## src/rtl/multiboot_pkg.sv

```systemverilog
// Shared constants and state type for the multiboot control stage.
// Port addresses, register offsets, unlock/trigger codes, FSM states.
package multiboot_pkg;

    localparam logic [15:0] INDEX_PORT = 16'hFC3B;
    localparam logic [15:0] DATA_PORT  = 16'hFD3B;

    localparam logic [7:0] OFS_ADDR_L = 8'd0;
    localparam logic [7:0] OFS_ADDR_M = 8'd1;
    localparam logic [7:0] OFS_ADDR_H = 8'd2;
    localparam logic [7:0] OFS_CTRL   = 8'd3;

    localparam logic [7:0] UNLOCK_CODE  = 8'h5A;
    localparam logic [7:0] TRIGGER_CODE = 8'hA5;

    typedef enum logic [1:0] {
        IDLE  = 2'd0,
        ARMED = 2'd1,
        PULSE = 2'd2,
        DONE  = 2'd3
    } state_t;

endpackage

```

## src/rtl/multiboot_sync_edge.sv

```systemverilog
// Two-flop synchroniser with a rising-edge detector on the synced level.
module sync_edge (
    input  logic clk,
    input  logic rst,
    input  logic din,
    output logic level,
    output logic rise
);

    logic s1;
    logic s2;
    logic prev;

    always_ff @(posedge clk or posedge rst) begin
        if (rst) begin
            s1   <= 1'b0;
            s2   <= 1'b0;
            prev <= 1'b0;
        end else begin
            s1   <= din;
            s2   <= s1;
            prev <= s2;
        end
    end

    assign level = s2;
    assign rise  = s2 & ~prev;

endmodule

```

## src/rtl/multiboot_ctrl.sv

```systemverilog
// Z80-facing boot address / reboot request stage for the ICAP sequencer.
// Optional readback path: define MULTIBOOT_READBACK_EN.
module multiboot_ctrl
    import multiboot_pkg::*;
#(
    parameter logic [23:0] DEFAULT_ADDR   = 24'h058000,
    parameter logic [7:0]  REG_BASE       = 8'h40,
    parameter int          PULSE_LEN      = 8,
    parameter int          UNLOCK_TIMEOUT = 255
) (
    input  logic        CLK,
    input  logic        RESET,
    input  logic [15:0] cpu_a,
    input  logic [7:0]  cpu_d_in,
    output logic [7:0]  cpu_d_out,
    output logic        cpu_d_oe,
    input  logic        cpu_iorq_n,
    input  logic        cpu_wr_n,
    input  logic        cpu_rd_n,
    input  logic        key_reboot,
    output logic [23:0] spi_addr,
    output logic        REBOOT,
    output logic        busy
);

    localparam logic [7:0] PULSE_LAST = 8'(PULSE_LEN - 1);
    localparam logic [7:0] TMO_LAST   = 8'(UNLOCK_TIMEOUT - 1);

    state_t     state;
    state_t     next;
    logic [7:0] cnt;
    logic [7:0] index;

    logic unused_wr_lvl;
    logic unused_key_lvl;
    logic wr_ev;
    logic key_rise;

    sync_edge u_wr (
        .clk   (CLK),
        .rst   (RESET),
        .din   (~cpu_iorq_n & ~cpu_wr_n),
        .level (unused_wr_lvl),
        .rise  (wr_ev)
    );

    sync_edge u_key (
        .clk   (CLK),
        .rst   (RESET),
        .din   (key_reboot),
        .level (unused_key_lvl),
        .rise  (key_rise)
    );

    logic live;
    logic idx_wr;
    logic data_wr;
    logic sel_l, sel_m, sel_h, sel_c;
    logic ctrl_wr;
    logic key_ev;
    logic addr_wr;

    assign live    = (state != DONE);
    assign idx_wr  = wr_ev & live & (cpu_a == INDEX_PORT);
    assign data_wr = wr_ev & live & (cpu_a == DATA_PORT);
    assign sel_l   = (index == REG_BASE + OFS_ADDR_L);
    assign sel_m   = (index == REG_BASE + OFS_ADDR_M);
    assign sel_h   = (index == REG_BASE + OFS_ADDR_H);
    assign sel_c   = (index == REG_BASE + OFS_CTRL);
    assign ctrl_wr = data_wr & sel_c;
    assign key_ev  = key_rise & ((state == IDLE) | (state == ARMED));
    assign addr_wr = data_wr & (state == IDLE);

    always_ff @(posedge CLK or posedge RESET) begin
        if (RESET) begin
            state <= IDLE;
            cnt   <= 8'd0;
        end else begin
            state <= next;
            if (next != state)
                cnt <= 8'd0;
            else if (state == ARMED || state == PULSE)
                cnt <= cnt + 8'd1;
        end
    end

    always_comb begin
        next = state;
        unique case (state)
            IDLE: begin
                if (key_ev)
                    next = PULSE;
                else if (ctrl_wr && cpu_d_in == UNLOCK_CODE)
                    next = ARMED;
            end
            ARMED: begin
                if (key_ev)
                    next = PULSE;
                else if (ctrl_wr)
                    next = (cpu_d_in == TRIGGER_CODE) ? PULSE : IDLE;
                else if (cnt == TMO_LAST)
                    next = IDLE;
            end
            PULSE: begin
                if (cnt == PULSE_LAST)
                    next = DONE;
            end
            DONE: next = DONE;
            default: next = IDLE;
        endcase
    end

    always_comb begin
        REBOOT = (state == PULSE);
        busy   = (state != IDLE);
    end

    // Hotkey overrides any address write landing in the same cycle.
    always_ff @(posedge CLK or posedge RESET) begin
        if (RESET) begin
            spi_addr <= DEFAULT_ADDR;
            index    <= 8'h00;
        end else begin
            if (idx_wr)
                index <= cpu_d_in;
            if (key_ev)
                spi_addr <= DEFAULT_ADDR;
            else if (addr_wr) begin
                if (sel_l) spi_addr[7:0]   <= cpu_d_in;
                if (sel_m) spi_addr[15:8]  <= cpu_d_in;
                if (sel_h) spi_addr[23:16] <= cpu_d_in;
            end
        end
    end

`ifdef MULTIBOOT_READBACK_EN
    logic       rd_lvl;
    logic       rd_rise;
    logic       rd_hit;
    logic [7:0] rdata;

    sync_edge u_rd (
        .clk   (CLK),
        .rst   (RESET),
        .din   (~cpu_iorq_n & ~cpu_rd_n),
        .level (rd_lvl),
        .rise  (rd_rise)
    );

    assign rd_hit = (cpu_a == DATA_PORT) | (cpu_a == INDEX_PORT);

    always_comb begin
        rdata = 8'hFF;
        unique case (1'b1)
            (cpu_a == INDEX_PORT): rdata = index;
            sel_l: rdata = spi_addr[7:0];
            sel_m: rdata = spi_addr[15:8];
            sel_h: rdata = spi_addr[23:16];
            sel_c: rdata = {5'b0, state == DONE,
                            state == PULSE, state == ARMED};
            default: rdata = 8'hFF;
        endcase
    end

    // Data is captured once per read and held while the CPU samples it.
    always_ff @(posedge CLK or posedge RESET) begin
        if (RESET) begin
            cpu_d_oe  <= 1'b0;
            cpu_d_out <= 8'h00;
        end else begin
            cpu_d_oe <= rd_lvl & rd_hit;
            if (rd_rise & rd_hit)
                cpu_d_out <= rdata;
        end
    end
`else
    logic unused_rd;
    assign unused_rd = cpu_rd_n;
    assign cpu_d_oe  = 1'b0;
    assign cpu_d_out = 8'h00;
`endif

endmodule

```

## config.mk

```make
export PLATFORM = sky130hd
export DESIGN_NAME = multiboot_ctrl
export DESIGN_NICKNAME = d
export VERILOG_FILES = /design/src/rtl/multiboot_pkg.sv /design/src/rtl/multiboot_sync_edge.sv /design/src/rtl/multiboot_ctrl.sv
export SDC_FILE = /design/constraint.sdc
export NUM_CORES = 1
export LEC_CHECK = 0
export ABC_AREA = 1
export BUFFER_PORTS_ARGS = -buffer_cell sky130_fd_sc_hd__buf_2
export CORE_ASPECT_RATIO = 0.6
export CORE_MARGIN = 3
export CORE_UTILIZATION = 35
export DETAILED_ROUTE_END_ITERATION = 7
export PLACE_DENSITY = 0.65
export RECOVER_POWER = 50
export SLEW_MARGIN = 10
export SYNTH_ARGS = -nofsm -noshare
export SYNTH_HDL_FRONTEND = slang
export SYNTH_HIERARCHICAL = 1
export SYNTH_SLANG_ARGS = --single-unit
```

## constraint.sdc

```tcl
create_clock -name CLK -period 4.15 [get_ports CLK]
set_input_delay 0.2075 -clock CLK [delete_from_list [all_inputs] [get_ports CLK]]
set_output_delay 0.2075 -clock CLK [all_outputs]
set_load 0.05 [all_outputs]
```

==> qor.txt, run 1 <==
Status -> finished, violations left
Violated checks -> capacitance limit, slew limit
Highest net fanout along the worst path -> 42
Clk sinks -> 48
Sequential area share after synthesis -> 0.478
Buffers inserted during post-CTS setup optimization -> 0
Worst-case headroom to the max-slew limit -> -0.504
Final-layout fill cell count -> 674
Gate count after technology mapping -> 293
Fraction of post-synthesis cell area in the top cell type by area -> 0.447
Die area -> 8290 µm²
Initial drt markers -> 111
HPWL Detailed -> 4290 µm
Leak -> 0.00152 µW
Layout-stage area growth over the synthesis result -> 17.9%
Shortest period the worst path allows -> 2620 ps
Met1 demand-to-capacity share in global routing -> 0.228
Congestion Overflow GR -> 0
Leading register cell type out of synthesis -> sky130_fd_sc_hd__dfrtp_1
Largest vdd supply drop -> 0.000180 V
Number of buffers created by CTS -> 5
Maximum clock frequency -> 382 MHz
Io pins -> 65
Y dimension of the die -> 71.7 µm
Wire length of the first global-routing pass -> 9230 µm
CP Data Arrival Time -> 2550 ps
Setup tns final -> 0 ps
CTS tree -> done
Number of placed instances, taps included -> 429
Placement-stage cell area -> 2830 µm²
Post-route clock period utilization -> 0.630
Clk pin slew, worst setup/hold paths -> 70 ps
Vias in the first global route -> 1861
Endpoint class of the critical path -> asynchronous set/reset pin
Residual antenna-violating net count after detailed routing -> 0
Row count -> 23
Biggest area contributors in the synthesized netlist -> sky130_fd_sc_hd__dfrtp_1 45%, sky130_fd_sc_hd__nand2_1 11%, sky130_fd_sc_hd__inv_1 4.9%, sky130_fd_sc_hd__nor2_1 4.0%, sky130_fd_sc_hd__ha_1 3.5%
Core Box Area -> 6820 µm²
Number of failing setup endpoints in the final timing report -> 0
Top Usage Layer GRT -> met1
Dominant cell type by area after synthesis -> sky130_fd_sc_hd__dfrtp_1
Post-Route Skew -> 6.30 ps
Root buffer cell -> sky130_fd_sc_hd__clkbuf_16
Combined area of the multi-input logic cells -> 1110 µm²
Vias -> 2012
Post-route worst hold slack -> 22.9 ps
Final standard cell count with taps included and fillers excluded -> 438
CTS H-tree lvls -> 2
Category of the critical setup timing path -> in2async
Power density normalized to cell area -> 329 nW/µm²
Register area -> 1200 µm²
Number of hold violations in the final report -> 0
Ranking of synthesized cells by instance count -> 77 x sky130_fd_sc_hd__nand2_1, 45 x sky130_fd_sc_hd__dfrtp_1, 33 x sky130_fd_sc_hd__inv_1
Post-DR wirelength/cell -> 12.9 µm
Count of cells along the worst hold path -> 1
Number of antenna violations at the first check in global routing -> 0
Overall routed net length -> 5670 µm
Hold path endpoint -> u_key/s1$_DFF_PP0_
Max cap viols -> 1
Number of distinct standard cells referenced by the synthesized netlist -> 34
Die Width -> 116 µm
Maximum root-to-sink buffer count -> 2
Setup slack of the worst register-to-register path -> 1960 ps
Port bufs -> 54
Netlist area before placement -> 2520 µm²
Min-Delay Path Class -> in2reg
Worst-skew pair later-pin latency -> 290 ps
GR Util met2 -> 0.185
Average cell area after synthesis -> 8.60 µm²
Number of pins exceeding their max-slew limit in the final report -> 43
Synthesis-stage register bit count -> 48
R2R Path End -> spi_addr[9]$_DFFE_PP0P_
R2R cell count -> 8
Met3 GRT Util -> 0.0371
Overall Global Routing Usage -> 0.142
Transition at the pin with the smallest max-transition slack -> 2260 ps
Residual DRC -> 0
Reg-to-reg startpoint -> state[0]$_DFF_PP0_
Fraction of registers with async set/reset -> 1.00
Fraction of layout cells with a size suffix above 1 -> 0.259
Initial core utilization -> 0.370
Maximum number of pins on one net before global-route repair -> 43
Layout Nets -> 387
Type of origin of the critical path -> primary input
GP Congestion -> 0.815
Cell with the most instances after synthesis -> sky130_fd_sc_hd__nand2_1
Setup repair after global routing missed its margin -> no
Number of enable-type register cells in the synthesized netlist -> 0
Yosys warning total -> 6
Antenna diode count -> 0
Critical path data required time -> 4080 ps
Hold Path Origin -> key_reboot
Post-route cell area -> 2970 µm²
Length of the first detailed-routing pass in iterations -> 4
Final total power -> 978 µW
Via count normalized by instance count -> 4.59
## final cells by class
| type | count | area share |
|---|---|---|
| sequential | 48 | 0.405 |
| multi-input combinational | 204 | 0.372 |
| timing repair buffer | 56 | 0.0896 |
| clock buffer | 6 | 0.0467 |
| inverter | 35 | 0.0446 |
| tap | 87 | 0.0366 |
| clock inverter | 2 | 0.00463 |
## placed cells by master, fill, tap and decap left out, drive strengths merged
cell type    netlist  layout
nand4              7       7
conb               1       9
ha                 7       7
a21oi              5       5
o211ai             1       1
xnor2              1       1
o21ai             26      26
nor2              41      41
nand3b             1       1
inv               34      35
clkinv             1       2
mux2               1       1
dfrtp             45      45
nand2             84      84
nor4               1       1
dlygate4sd3        0       1
nor3               2       2
dfstp              3       3
xor2               6       6
a31oi              1       1
nand3             11      11
buf               13      40
clkbuf             1      21
## routing by layer
metal  part of all wire  up-vias  wire (µm)
met5                  0        -          0
li1                   -     1008          -
met2               0.39       60       2220
met1               0.53      942       2980
met3              0.074        2        417
met4             0.0083        0         47
## worst max-delay path by stage
stage                                to  depth (start not counted)  slack (ps)                from
3_5_place_dp   spi_addr[12]$_DFFE_PP0P_                          8        1960  state[0]$_DFF_PP0_
6_report       spi_addr[13]$_DFFE_PP0P_                          4        1530               RESET
2_1_floorplan        cnt[0]$_DFFE_PP0P_                         10        2350  state[0]$_DFF_PP0_
3_3_place_gp    spi_addr[9]$_DFFE_PP0P_                          8        2010  state[0]$_DFF_PP0_
4_1_cts         spi_addr[9]$_DFFE_PP0P_                          8        1950  state[0]$_DFF_PP0_
5_1_grt              cnt[4]$_DFFE_PP0P_                          4         990               RESET
## critical path, cell delays in order
cell	delay, ps
sky130_fd_sc_hd__dlygate4sd3_1	530
sky130_fd_sc_hd__clkbuf_1	120
sky130_fd_sc_hd__inv_1	50
sky130_fd_sc_hd__clkbuf_1	1590
## timing repair
action / in CTS / in global routing
hold buffers: 1 / 0
endpoints found under the hold margin: 6 / 0
gates resized for setup: 0 / 0
## stage by stage
step	util	setup WS [ps]
global route	0.436	992
finish	0.436	1530
detailed placement	0.415	1960
global placement	0.415	2010
floorplan	-	2350
CTS	0.439	1950
## report_power, final
part / leakage, µW / switching, µW / internal (µW)
Sequential: 0.000628 / 2.94 / 475
Clock: 0.0000772 / 180 / 241
Combinational: 0.000817 / 61.4 / 17.8
Total: 0.00152 / 244 / 734
## state kept, by name, summed over array words and instances, names as in the netlist
register     cells
cnt              8
index            8
spi_addr        24
state            2
u_key/level      1
u_key/prev       1
u_key/s1         1
u_wr/level       1
u_wr/prev        1
u_wr/s1          1
## logic make-up after synthesis
kind of cell,after synthesis,share of synthesized area
flops,48,0.478
fa+ha+maj,7,0.0347
other cells,1,0.00149
compound gates,33,0.0998
buf+inv,49,0.0948
xor+xnor,7,0.0243
mux,1,0.00447
simple gates,147,0.263
(Power assumes the default switching activity.)
==> run 2, diff against run 1 <==
==> constraint.sdc (replaced) <==
create_clock -name CLK -period 2.7 [get_ports CLK]
set_input_delay 0.135 -clock CLK [delete_from_list [all_inputs] [get_ports CLK]]
set_output_delay 0.135 -clock CLK [all_outputs]
set_load 0.05 [all_outputs]
==> run 2 against run 1 <==
Largest power group is now the clock network. The run now ends clean. Cell area increased by 2.7%. First-iteration DRC count fell by 12%. Via count shrank 0.60%. Utilization is 1.2 points higher. Critical endpoint is now spi_addr[9]$_DFFE_PP0P_. Sequential power grew 54%. Clock skew is 4.3 ps higher. Register-to-register slack got worse by 1400 ps. Die area is the same.
==> qor.txt, run 2 (same netlist as run 1, synthesis figures left out) <==
Status -> finished, final reports clean
CP dominant cell by count -> sky130_fd_sc_hd__inv_1
Slowest library cell on the worst path -> sky130_fd_sc_hd__dfrtp_1
Transition at the pin with the smallest max-transition slack -> 1020 ps (-1230 ps)
Flip-flop count of the largest register after layout -> 24 (unchanged)
Fraction of power spent switching nets -> 0.226 (-0.0239)
Maximum root-to-sink buffer count -> 2 (unchanged)
Initial drt markers -> 98 (-12%)
Io pins -> 65 (unchanged)
Worst-skew pair later-pin latency -> 290 ps (about the same)
Length of the first detailed-routing pass in iterations -> 4 (unchanged)
Wire length of the first global-routing pass -> 9200 µm (-0.30%)
HPWL Detailed -> 4330 µm (+0.98%)
Core Util, Final -> 0.447 (+0.0116)
CTS tree -> done
Layout-stage area growth over the synthesis result -> 21.0%
Layout Nets -> 390 (+0.78%)
Setup repair after global routing missed its margin -> no
Number of hold violations in the final report -> 0 (unchanged)
CP Data Arrival Time -> 2350 ps (-200 ps)
Core Box Area -> 6820 µm² (unchanged)
Port bufs -> 54 (unchanged)
Residual DRC -> 0 (unchanged)
Y dimension of the die -> 71.7 µm (unchanged)
GP Congestion -> 0.838 (+2.8%)
Maximum clock frequency -> 462 MHz
Worst-case headroom to the max-slew limit -> 0.318 (+0.822)
Residual antenna-violating net count after detailed routing -> 0 (unchanged)
Maximum number of pins on one net before global-route repair -> 43 (unchanged)
Fraction of layout cells with a size suffix above 1 -> 0.274 (+0.0148)
Clk pin slew, worst setup/hold paths -> 70 ps (about the same)
Highest net fanout along the worst path -> 15 (-64%)
Die area -> 8290 µm² (unchanged)
Design internal power -> 1290 µW (+76%)
Min-Delay Path Class -> in2reg
Count of cells resized by post-cts repair -> 0 (unchanged)
Portion of total power attributed to the clock network -> 0.486 (+0.056)
Clk sinks -> 48 (unchanged)
Via count normalized by instance count -> 4.54 (-1.3%)
Number of buffers created by CTS -> 5 (unchanged)
Combinational group share of total power -> 0.075 (-0.006)
Vias -> 2000 (-0.60%)
Net switching power of the design -> 377 µW (+55%)
Congestion Overflow GR -> 0 (unchanged)
Critical Path, Cell by Cell -> inv_1, ha_1, o21ai_4, inv_1, a21oi_4, inv_1, nand2_1, nand2_1
CTS H-tree lvls -> 2 (unchanged)
Leading cell type in the layout, fill and taps excluded -> sky130_fd_sc_hd__nand2_1
Number of pins exceeding their max-slew limit in the final report -> 0 (-100%)
Root buffer cell -> sky130_fd_sc_hd__clkbuf_16
Largest vdd supply drop -> 0.000258 V (+44%)
Biggest registers after layout -> spi_addr x24, cnt x8, index x8
Post-route cell area -> 3050 µm² (+2.7%)
Critical path data required time -> 2890 ps (-1190 ps)
Commonest non-fill, non-tap cells in the layout -> 77 x sky130_fd_sc_hd__nand2_1, 45 x sky130_fd_sc_hd__dfrtp_1, 45 x sky130_fd_sc_hd__buf_2
Placement-stage cell area -> 2830 µm² (unchanged)
Buffers inserted during post-CTS setup optimization -> 0 (unchanged)
Post-Route Skew -> 10.6 ps (+4.25 ps)
Post-route worst hold slack -> 145 ps (+122 ps)
Slowest Stage Delay on Critical Path -> 450 ps (-1140 ps)
Initial core utilization -> 0.370 (unchanged)
Overall Global Routing Usage -> 0.143 (+0.000231)
Setup tns final -> 0 ps (unchanged)
Power share of the sequential group -> 0.439 (-0.050)
Shortest period the worst path allows -> 2160 ps
Final total power -> 1670 µW (+71%)
Overall routed net length -> 5560 µm (-1.9%)
Die Width -> 116 µm (unchanged)
Final-layout fill cell count -> 671 (-0.45%)
Antenna diode count -> 0 (unchanged)
Biggest register -> spi_addr
Row count -> 23 (unchanged)
Power density normalized to cell area -> 548 nW/µm² (+67%)
Post-DR wirelength/cell -> 12.6 µm (-2.6%)
Number of antenna violations at the first check in global routing -> 0 (unchanged)
Vias in the first global route -> 1867 (+0.32%)
Leak -> 0.00157 µW (+3.5%)
Number of failing setup endpoints in the final timing report -> 0 (unchanged)
Type of origin of the critical path -> flip-flop
Post-route clock period utilization -> 0.801
Category of the critical setup timing path -> reg2reg
Endpoint class of the critical path -> flip-flop
Max cap viols -> 0 (-1)
## run 2: timing repair
| item | in CTS | in global routing |
|---|---|---|
| hold endpoints to repair | 8 | 0 |
| setup endpoints to repair | 0 | 0 |
| hold buffers | 4 | 0 |
## run 2: layout make-up
class / instances / area, µm² / share of cell area
Tap cell: 87 / 109 / 0.0357
Multi-Input combinational cell: 204 / 1110 / 0.363
Inverter: 35 / 133 / 0.0435
Clock buffer: 5 / 125 / 0.0410
Sequential cell: 48 / 1200 / 0.395
Timing Repair Buffer: 59 / 304 / 0.0996
Clock inverter: 3 / 68.8 / 0.0226
## run 2: power groups by stage
stage          Clock [µW]  Sequential, µW  Combinational, µW
2_1_floorplan           0             767               72.3
3_3_place_gp            0             748                123
3_5_place_dp            0             748                124
4_1_cts               832             734                129
5_1_grt               865             735                139
6_report              812             734                125
## run 2: per-layer routing
layer	share of wire	track usage	vias to the layer above
met5	0	0	-
met4	0.012	0.0469	0
met3	0.068	0.0321	6
met2	0.38	0.181	57
met1	0.54	0.232	915
li1	-	-	1022
## run 2: per-stage QoR
stage               setup WS (ps)  std cells
floorplan                     899        301
global placement              553        429
detailed placement            544        429
CTS                           538        441
global route                  307        441
finish                        538        441
## run 2: path summary, 6_finish.rpt
| check | from | endpoint | slack, ps | cells after the start |
|---|---|---|---|---|
| worst max register to register | state[0]$_DFF_PP0_ | spi_addr[9]$_DFFE_PP0P_ | 540 | 8 |
| worst max-delay path | state[0]$_DFF_PP0_ | spi_addr[9]$_DFFE_PP0P_ | 540 | 8 |
| min in group asynchronous | RESET | u_key/s1$_DFF_PP0_ | 250 | 3 |
| max in group asynchronous | RESET | state[0]$_DFF_PP0_ | 1340 | 4 |
| worst min register to register | u_wr/s1$_DFF_PP0_ | u_wr/level$_DFF_PP0_ | 350 | 0 |
| worst min-delay path | cpu_d_in[0] | spi_addr[16]$_DFFE_PP1P_ | 140 | 3 |
## run 2: worst max-delay path, delay by kind of cell (launching register included)
family / cells / cell delay [ps]
AND/OR/NAND/NOR: 2 / 140
buffers and inverters: 3 / 510
adder cells (fa/ha/maj): 1 / 280
flip-flops: 1 / 450
AO/OA/AOI/OAI: 2 / 690
==> run 3, diff against run 2 <==
==> constraint.sdc (replaced) <==
create_clock -name CLK -period 2 [get_ports CLK]
set_input_delay 0.1 -clock CLK [delete_from_list [all_inputs] [get_ports CLK]]
set_output_delay 0.1 -clock CLK [all_outputs]
set_load 0.05 [all_outputs]
==> run 3 against run 2 <==
Via count is 4.8% higher. Register-to-register slack worse by 420 ps. Die area stayed put. Critical path type unchanged. Largest cell class unchanged. Largest power group unchanged.
==> qor.txt, run 3 (same netlist as run 1, synthesis figures left out) <==
Via count normalized by instance count -> 4.64 (+2.2%)
CP dominant cell by count -> sky130_fd_sc_hd__nand2_1
Largest vdd supply drop -> 0.000341 V (+32%)
HPWL Detailed -> 4340 µm (+0.14%)
Overall Global Routing Usage -> 0.143 (about the same)
Layout Nets -> 401 (+2.8%)
Overall routed net length -> 6020 µm (+8.3%)
Length of the first detailed-routing pass in iterations -> 4 (unchanged)
Flip-flop count of the largest register after layout -> 24 (unchanged)
Highest net fanout along the worst path -> 7 (-8)
Slowest Stage Delay on Critical Path -> 420 ps (-30 ps)
CTS H-tree lvls -> 2 (unchanged)
Number of antenna violations at the first check in global routing -> 0 (unchanged)
Initial core utilization -> 0.370 (unchanged)
Post-route clock period utilization -> 0.943 (+0.142)
Wire length of the first global-routing pass -> 9120 µm (-0.83%)
Slowest library cell on the worst path -> sky130_fd_sc_hd__dfrtp_1
Maximum number of pins on one net before global-route repair -> 43 (unchanged)
Row count -> 23 (unchanged)
Vias -> 2096 (+4.8%)
Clk sinks -> 48 (unchanged)
Biggest registers after layout -> spi_addr x24, cnt x8, index x8
Placement Setup Slack -> 9.42 ps (-535 ps)
Core Util, Final -> 0.466 (+0.0183)
Die Width -> 116 µm (unchanged)
Number of buffers created by CTS -> 5 (unchanged)
Commonest non-fill, non-tap cells in the layout -> 76 x sky130_fd_sc_hd__nand2_1, 47 x sky130_fd_sc_hd__buf_2, 45 x sky130_fd_sc_hd__dfrtp_1
CP Data Arrival Time -> 2120 ps (-230 ps)
Io pins -> 65 (unchanged)
Maximum root-to-sink buffer count -> 2 (unchanged)
Shortest period the worst path allows -> 1890 ps (-277 ps)
Root buffer cell -> sky130_fd_sc_hd__clkbuf_16
Number of buffer and inverter instances along the worst setup path -> 2 (-1)
Power density normalized to cell area -> 714 nW/µm² (+30%)
Critical Path, Cell by Cell -> ha_2, inv_1, nand2_2, nor4_4, nand2_1, clkinv_2, a21oi_2, nand2_1, o21ai_2
Core Box Area -> 6820 µm² (unchanged)
Die area -> 8290 µm² (unchanged)
Category of the critical setup timing path -> reg2reg
Fraction of layout cells with a size suffix above 1 -> 0.326 (+0.0520)
Layout-stage area growth over the synthesis result -> 26.0%
Leading cell type in the layout, fill and taps excluded -> sky130_fd_sc_hd__nand2_1
Family of cells with the greatest summed delay on the critical path -> compound AO/OA/AOI/OAI gates
Congestion Overflow GR -> 0 (unchanged)
Transition at the pin with the smallest max-transition slack -> 1050 ps (+26.3 ps)
Worst-case headroom to the max-slew limit -> 0.300 (-0.0175)
Y dimension of the die -> 71.7 µm (unchanged)
GP Congestion -> 0.849 (+1.2%)
CTS tree -> done
Clk pin slew, worst setup/hold paths -> 70 ps (about the same)
Initial drt markers -> 171 (+74%)
Max cap viols -> 0 (unchanged)
Status -> finished, final reports clean
Hold Path Origin -> cpu_d_in[2]
Residual DRC -> 0 (unchanged)
Number of hold violations in the final report -> 0 (unchanged)
Biggest register -> spi_addr
PnR worst setup slack -> 115 ps (-423 ps)
Antenna diode count -> 0 (unchanged)
Port bufs -> 54 (unchanged)
Reg-to-reg startpoint -> state[1]$_DFF_PP0_
Type of origin of the critical path -> flip-flop
Vias in the first global route -> 1852 (-0.80%)
Post-Route Skew -> 9.57 ps (-0.982 ps)
Post-route worst hold slack -> 113 ps (-31.6 ps)
Maximum clock frequency -> 530 MHz (+15%)
Leak -> 0.00163 µW (+3.5%)
Residual antenna-violating net count after detailed routing -> 0 (unchanged)
Min-Delay Path Class -> in2reg
Number of failing setup endpoints in the final timing report -> 0 (unchanged)
Endpoint class of the critical path -> flip-flop
Critical path data required time -> 2230 ps (-660 ps)
Worst-skew pair later-pin latency -> 290 ps (about the same)
Post-DR wirelength/cell -> 13.3 µm (+5.6%)
Number of pins exceeding their max-slew limit in the final report -> 0 (unchanged)
Launch point of the critical path -> state[1]$_DFF_PP0_
[run 3: cell count changes in the layout (fill, tap and decap cells not counted), moves of 2 or more]
cell | previous run | this run
sky130_fd_sc_hd__a21oi_2 | 1 | 3
sky130_fd_sc_hd__nor2_1 | 27 | 24
sky130_fd_sc_hd__nor2_2 | 14 | 16
sky130_fd_sc_hd__clkbuf_1 | 9 | 7
sky130_fd_sc_hd__ha_2 | 0 | 3
sky130_fd_sc_hd__buf_2 | 45 | 47
sky130_fd_sc_hd__buf_4 | 0 | 9
sky130_fd_sc_hd__ha_1 | 7 | 4
[run 3: final cells by class]
type	count	area, µm²
sequential	48	1200
tap	87	109
multi-input combinational	206	1160
clock buffer	5	125
clock inverter	3	68.8
fill	662	3640
timing repair buffer	68	374
inverter	35	133
[run 3: tightest hold or removal path, stage by stage]
cell	delay [ps]
sky130_fd_sc_hd__buf_2	120
sky130_fd_sc_hd__o21ai_0	90
sky130_fd_sc_hd__nand2_1	70
[run 3: final timing paths]
kind,end,slack [ps],depth (start not counted)
hold reg to reg,u_key/level$_DFF_PP0_,350,0
setup / recovery,spi_addr[15]$_DFFE_PP1P_,110,9
setup reg to reg,spi_addr[15]$_DFFE_PP1P_,110,9
max in group asynchronous,cnt[6]$_DFFE_PP0P_,660,4
hold / removal,spi_addr[18]$_DFFE_PP1P_,110,3
min in group asynchronous,u_key/level$_DFF_PP0_,230,3
[run 3: layer usage]
| layer | share of wire | global-route usage | wire (µm) |
|---|---|---|---|
| met1 | 0.50 | 0.224 | 3000 |
| met2 | 0.41 | 0.186 | 2440 |
| met3 | 0.089 | 0.0405 | 538 |
| met4 | 0.0068 | 0.0430 | 41 |
| met5 | 0 | 0 | 0 |
[run 3: where the power goes]
group	total, µW	internal [µW]	leakage [µW]	switching, µW
clock network	1100	721	0.0000944	382
registers	991	985	0.000628	5.94
logic	172	42.2	0.000907	130
total	2270	1750	0.00163	518
[run 3: metrics by stage]
stage	TNS [ps]	std cells	area [µm²]	power (µW)
final	0	452	3180	2270
after global routing	-1.48	452	3180	2340
after CTS	0	448	3120	2290
after floorplan	0	301	2550	1130
after detailed placement	0	435	2880	1180
after global placement	0	435	2880	1180
[run 3: timing repair]
item,in CTS,in global routing
setup endpoints to repair,2,32
endpoints found under the hold margin,47,0
setup buffers,1,2
pin swaps,1,5
gates cloned,0,2
gates resized for setup,0,11
hold buffers,4,0
